### src/rtl/sram_access_arbiter.sv
// Shares one external SRAM port between the frame writer and the playback reader.
// Each access runs setup/strobe/release; define SRAM_ARB_RR_EN for round-robin arbitration.
module sram_access_arbiter #(
    parameter int ADDR_W      = 19,
    parameter int DATA_W      = 16,
    parameter int WAIT_CYCLES = 2
) (
    input  logic              clk,
    input  logic              rst,
    input  logic              wr_req,
    input  logic [ADDR_W-1:0] wr_addr,
    input  logic [DATA_W-1:0] wr_data,
    output logic              wr_done,
    input  logic              rd_req,
    input  logic [ADDR_W-1:0] rd_addr,
    output logic [DATA_W-1:0] rd_data,
    output logic              rd_valid,
    output logic              sram_selec,
    output logic              sram_write,
    output logic              sram_read,
    output logic [ADDR_W-1:0] sram_addr,
    output logic [DATA_W-1:0] sram_dout,
    input  logic [DATA_W-1:0] sram_din,
    output logic              sram_oe,
    output logic              busy
);

    // state   | meaning
    // IDLE    | arbitrate, latch the winning request
    // SETUP   | address/select (and write data) valid, strobes low
    // ACCESS  | strobe active for WAIT_CYCLES cycles
    // RELEASE | select/strobes low, address/data held, done pulse
    typedef enum logic [1:0] {IDLE, SETUP, ACCESS, RELEASE} state_t;

    localparam int         EFF_WAIT = (WAIT_CYCLES < 1) ? 1 : WAIT_CYCLES;
    localparam logic [3:0] CNT_LOAD = 4'(EFF_WAIT - 1);

    state_t     state;
    logic [3:0] cnt;
    logic       op_rd;
    logic       grant_rd;

`ifdef SRAM_ARB_RR_EN
    logic last_wr;

    // On contention, serve whoever was not granted last.
    always_comb grant_rd = rd_req && (!wr_req || last_wr);
`else
    always_comb grant_rd = rd_req;
`endif

    assign busy = (state != IDLE);

    always_ff @(posedge clk or posedge rst) begin
        if (rst) begin
            state      <= IDLE;
            cnt        <= '0;
            op_rd      <= 1'b0;
            wr_done    <= 1'b0;
            rd_valid   <= 1'b0;
            rd_data    <= '0;
            sram_selec <= 1'b0;
            sram_write <= 1'b0;
            sram_read  <= 1'b0;
            sram_addr  <= '0;
            sram_dout  <= '0;
            sram_oe    <= 1'b0;
`ifdef SRAM_ARB_RR_EN
            last_wr    <= 1'b1;
`endif
        end else begin
            wr_done  <= 1'b0;
            rd_valid <= 1'b0;
            case (state)
                IDLE: begin
                    if (rd_req || wr_req) begin
                        op_rd      <= grant_rd;
                        sram_addr  <= grant_rd ? rd_addr : wr_addr;
                        sram_oe    <= !grant_rd;
                        sram_selec <= 1'b1;
                        if (!grant_rd)
                            sram_dout <= wr_data;
`ifdef SRAM_ARB_RR_EN
                        last_wr    <= !grant_rd;
`endif
                        state      <= SETUP;
                    end
                end
                SETUP: begin
                    sram_write <= !op_rd;
                    sram_read  <= op_rd;
                    cnt        <= CNT_LOAD;
                    state      <= ACCESS;
                end
                ACCESS: begin
                    if (cnt == 4'd0) begin
                        sram_selec <= 1'b0;
                        sram_write <= 1'b0;
                        sram_read  <= 1'b0;
                        if (op_rd) begin
                            rd_data  <= sram_din;
                            rd_valid <= 1'b1;
                        end else begin
                            wr_done  <= 1'b1;
                        end
                        state <= RELEASE;
                    end else begin
                        cnt <= cnt - 4'd1;
                    end
                end
                RELEASE: begin
                    // Write data stayed driven through this cycle for hold time.
                    sram_oe <= 1'b0;
                    state   <= IDLE;
                end
                default: state <= IDLE;
            endcase
        end
    end

endmodule
### config.mk
export PLATFORM = sky130hd
export DESIGN_NAME = sram_access_arbiter
export DESIGN_NICKNAME = d
export VERILOG_FILES = /design/src/rtl/sram_access_arbiter.sv
export SDC_FILE = /design/constraint.sdc
export NUM_CORES = 1
export LEC_CHECK = 0
export ABC_AREA = 0
export CORE_ASPECT_RATIO = 1.5
export CORE_MARGIN = 2
export CORE_UTILIZATION = 44
export DETAILED_ROUTE_END_ITERATION = 10
export PLACE_DENSITY = 0.85
export SYNTH_ARGS = -nofsm -noshare
export SYNTH_HDL_FRONTEND = slang
export SYNTH_SLANG_ARGS = --single-unit
### constraint.sdc
create_clock -name clk -period 4.05 [get_ports clk]
set_clock_uncertainty 0.1 [all_clocks]
set_input_delay 0.6075 -clock clk [delete_from_list [all_inputs] [get_ports clk]]
set_output_delay 0.6075 -clock clk [all_outputs]
set_load 0.02 [all_outputs]
==> insert_results.sql <==
INSERT INTO impl_metrics (metric_group, metric, value, unit) VALUES
('flow_run', 'cap_viol_max_count', '0', ''),
('placed_design', 'port-buffer-count', '131', ''),
('detailed_routing', 'drt_drc_violations_left', '0', ''),
('pwr', 'powerDensity', '768', 'nW/um2'),
('yosys', 'number_of_cells_produced_by_synthesis', '214', ''),
('cts', 'cts_num_sinks', '64', ''),
('yosys', 'synth_nets', '294', ''),
('critical_path', 'endpoint_of_the_lowest_slack_register_to_register_path', 'state[1]', ''),
('timing', 'finalCritPeriodShare', '61.6', '%'),
('min_path', 'endpoint_with_the_worst_hold_slack', 'sram_addr[4]', ''),
('cts', 'htree_levels', '3', ''),
('placed_design', 'place_inst', '413', ''),
('global_route', 'first_pass_grt_wire_length', '9840', 'um'),
('layout', 'n_antenna_cell', '0', ''),
('layout', 'instances_no_fill', '429', ''),
('critical_path', 'worst_setup_path_start_kind', 'flop', ''),
('global_route', 'number_of_global_route_vias_before_repair', '2190', ''),
('global_route', 'track_usage', '18.9', '%'),
('yosys', 'syn_area', '2790', 'um2'),
('yosys', 'synth-seq-area-share', '57.5', '%'),
('yosys', 'ys_seq_elements', '64', ''),
('yosys', 'postSynthAreaPerCell', '13.0', 'um2'),
('detailed_routing', 'drt_first_iter_violations', '109', ''),
('cts', 'bufs_on_longest_clock_path', '2', ''),
('layout', 'post-route-util', '70.8', '%'),
('timing', 'slew_headroom', '64.0', '%'),
('timing', 'max_slew.worst_pin.slew', '540', 'ps'),
('yosys', 'yosys.cell_types.count', '29', ''),
('cts', 'clkSlewWorstSetupHoldPaths', '70', 'ps'),
('critical_path', 'r2r_cells', '5', ''),
('floorplan', 'floorplan.rows', '35', ''),
('timing', 'fin_setup_tns', '0', 'ps'),
('layout', 'drive_gt1_share', '17.2', '%'),
('pwr', 'leakage_power', '0.00198', 'uW'),
('timing', 'clock.fmax', '0.401', 'GHz'),
('global_route', 'globalRoute.totalOverflow', '0', ''),
('cts', 'clk_root_buffer_cell', 'sky130_fd_sc_hd__clkbuf_8', ''),
('cts', 'tritoncts', 'built', ''),
('run_status', 'status', 'finished, final reports clean', ''),
('global_route', 'grt_max_degree', '44', ''),
('critical_path', 'worst_ep_arrival_time', '1790', 'ps'),
('timing', 'grt_setup_unrepaired', 'false', ''),
('layout', 'finalNetCount', '430', ''),
('critical_path', 'worstPathRequired', '3340', 'ps'),
('critical_path', 'setup.reg_to_reg.worst_slack', '2070', 'ps'),
('cts', 'insertion_delay', '330', 'ps'),
('critical_path', 'r2r-start', 'cnt[0]', ''),
('critical_path', 'worst_path_fanout_max', '7', ''),
('placed_design', 'pre_cts_ws', '1410', 'ps'),
('detailed_routing', 'detailedRoute.firstPassIterationCount', '4', ''),
('detailed_routing', 'ant_nets', '0', ''),
('pwr', 'pwr-share-clk', '16.0', '%'),
('pwr', 'p_sw', '1220', 'uW'),
('floorplan', 'design.die.area', '7000', 'um2'),
('cts', 'cts-hold-fix-buffers', '0', ''),
('floorplan', 'fp.dieH', '101', 'um'),
('floorplan', 'ioPinCount', '132', ''),
('critical_path', 'kind_of_end_point_of_the_critical_path', 'output port', ''),
('cts', 'cts_made_buffers', '9', ''),
('timing', 'fin_worst_hold_slack', '381', 'ps'),
('timing', 'setup_viol', '0', ''),
('detailed_routing', 'detail_route.vias_per_cell', '4.96', ''),
('min_path', 'hold_class', 'reg -> reg', ''),
('pwr', 'max-vdd-ir-drop', '0.420', 'mV'),
('floorplan', 'die_x', '69.0', 'um'),
('placed_design', 'place_hpwl', '4700', 'um'),
('global_route', 'antenna_found_initial', '0', ''),
('critical_path', 'worst-setup-path-type', 'reg -> out', ''),
('timing', 'setup_slack', '1560', 'ps'),
('detailed_routing', 'post_drt_wl_per_cell', '14.6', 'um'),
('timing', 'slew_viol_final', '0', '');
==> routing by layer <==
layer	up-vias	part of all wire, %	GRT usage [%]
li1	1010	-	-
met1	1018	37	20.9
met2	92	54	33.4
met3	8	7.8	4.67
met4	0	1.3	8.14
met5	-	0	0
==> Yosys cell counts <==
| library cell | number | area [um2] |
|---|---|---|
| sky130_fd_sc_hd__o21ai_0 | 25 | 125 |
| sky130_fd_sc_hd__mux2_2 | 25 | 282 |
| sky130_fd_sc_hd__or4_1 | 1 | 7.51 |
| sky130_fd_sc_hd__nand2_2 | 1 | 6.26 |
| sky130_fd_sc_hd__and4bb_4 | 1 | 16.3 |
| sky130_fd_sc_hd__buf_12 | 1 | 20.0 |
| sky130_fd_sc_hd__nand2_4 | 1 | 11.3 |
| sky130_fd_sc_hd__clkbuf_1 | 2 | 7.51 |
| sky130_fd_sc_hd__inv_1 | 9 | 33.8 |
| sky130_fd_sc_hd__and2b_1 | 1 | 7.51 |
| sky130_fd_sc_hd__a21oi_1 | 1 | 5.00 |
| sky130_fd_sc_hd__nand3_1 | 1 | 5.00 |
| sky130_fd_sc_hd__a22oi_2 | 1 | 12.5 |
| sky130_fd_sc_hd__mux2_4 | 9 | 135 |
| sky130_fd_sc_hd__dfrtp_1 | 64 | 1600 |
| sky130_fd_sc_hd__nand2b_1 | 1 | 6.26 |
| sky130_fd_sc_hd__o31a_2 | 1 | 10.0 |
| sky130_fd_sc_hd__nor2b_1 | 2 | 12.5 |
| sky130_fd_sc_hd__a22o_1 | 2 | 17.5 |
| sky130_fd_sc_hd__or3b_1 | 1 | 8.76 |
| sky130_fd_sc_hd__nor2_1 | 4 | 15.0 |
| sky130_fd_sc_hd__nand2_1 | 24 | 90.1 |
| sky130_fd_sc_hd__ha_1 | 6 | 75.1 |
| sky130_fd_sc_hd__mux2i_1 | 21 | 210 |
| sky130_fd_sc_hd__o22a_1 | 1 | 8.76 |
| sky130_fd_sc_hd__o22ai_1 | 1 | 6.26 |
| sky130_fd_sc_hd__a21o_2 | 1 | 8.76 |
| sky130_fd_sc_hd__buf_6 | 2 | 22.5 |
| sky130_fd_sc_hd__buf_2 | 4 | 20.0 |
==> power by group through the flow <==
stage / registers, uW / logic, uW / clock network [uW]
floorplan: 1470 / 599 / 0
global placement: 1130 / 1650 / 0
detailed placement: 1140 / 1690 / 0
CTS: 1130 / 1700 / 548
global route: 1170 / 1810 / 568
finish: 1130 / 1670 / 532
==> logic make-up after synthesis <==
| group | Yosys count | synth area share [%] |
|---|---|---|
| AO/OA/AOI/OAI | 33 | 6.96 |
| adder cells (fa/ha/maj) | 6 | 2.69 |
| buffers and inverters | 18 | 3.73 |
| flip-flops | 64 | 57.5 |
| multiplexers | 55 | 22.5 |
| AND/OR/NAND/NOR | 38 | 6.69 |
==> area by class of cell <==
type                            count  area [um2]
Clock buffer                        9         124
Clock inverter                      7        71.3
Fill cell                         466        1790
Inverter                            9        33.8
Multi-Input combinational cell    132        1090
Sequential cell                    64        1600
Tap cell                           74        92.6
Timing Repair Buffer              134        1330
==> state kept, by name, summed over array words and instances (netlist names) <==
register	cells
cnt	4
op_rd	1
rd_data	16
rd_valid	1
sram_addr	19
sram_dout	16
sram_oe	1
sram_read	1
sram_selec	1
sram_write	1
state	2
wr_done	1
==> how the worst max path moves through the flow <==
stage,depth (start not counted),endpoint,from
finish,4,busy,state[0]
global route,4,busy,state[0]
floorplan,1,cnt[0],rst
global placement,5,sram_dout[8],rd_req
CTS,4,busy,state[0]
detailed placement,5,sram_dout[2],rd_req
==> critical path, cell delays in order (launching register included) <==
cell and delay (ps):
sky130_fd_sc_hd__dfrtp_1 400, sky130_fd_sc_hd__inv_1 80, sky130_fd_sc_hd__ha_1 290, sky130_fd_sc_hd__inv_1 80
sky130_fd_sc_hd__clkdlybuf4s50_1 610
==> per-stage QoR <==
stage | total power (uW) | cell area, um2
floorplan | 2060 | 2790
CTS | 3380 | 4340
global placement | 2770 | 4150
global route | 3550 | 4340
detailed placement | 2830 | 4150
finish | 3330 | 4340
==> layout by cell type (no fill, tap or decap), types with 6 or more instances in the layout <==
master                            count
sky130_fd_sc_hd__ha_1                 6
sky130_fd_sc_hd__nand2_1             24
sky130_fd_sc_hd__mux2i_1             21
sky130_fd_sc_hd__mux2_2              25
sky130_fd_sc_hd__o21ai_0             24
sky130_fd_sc_hd__clkdlybuf4s50_1    131
sky130_fd_sc_hd__clkbuf_8             9
sky130_fd_sc_hd__mux2_4               9
sky130_fd_sc_hd__inv_1                8
sky130_fd_sc_hd__dfrtp_1             64
(Power assumes the default switching activity.)
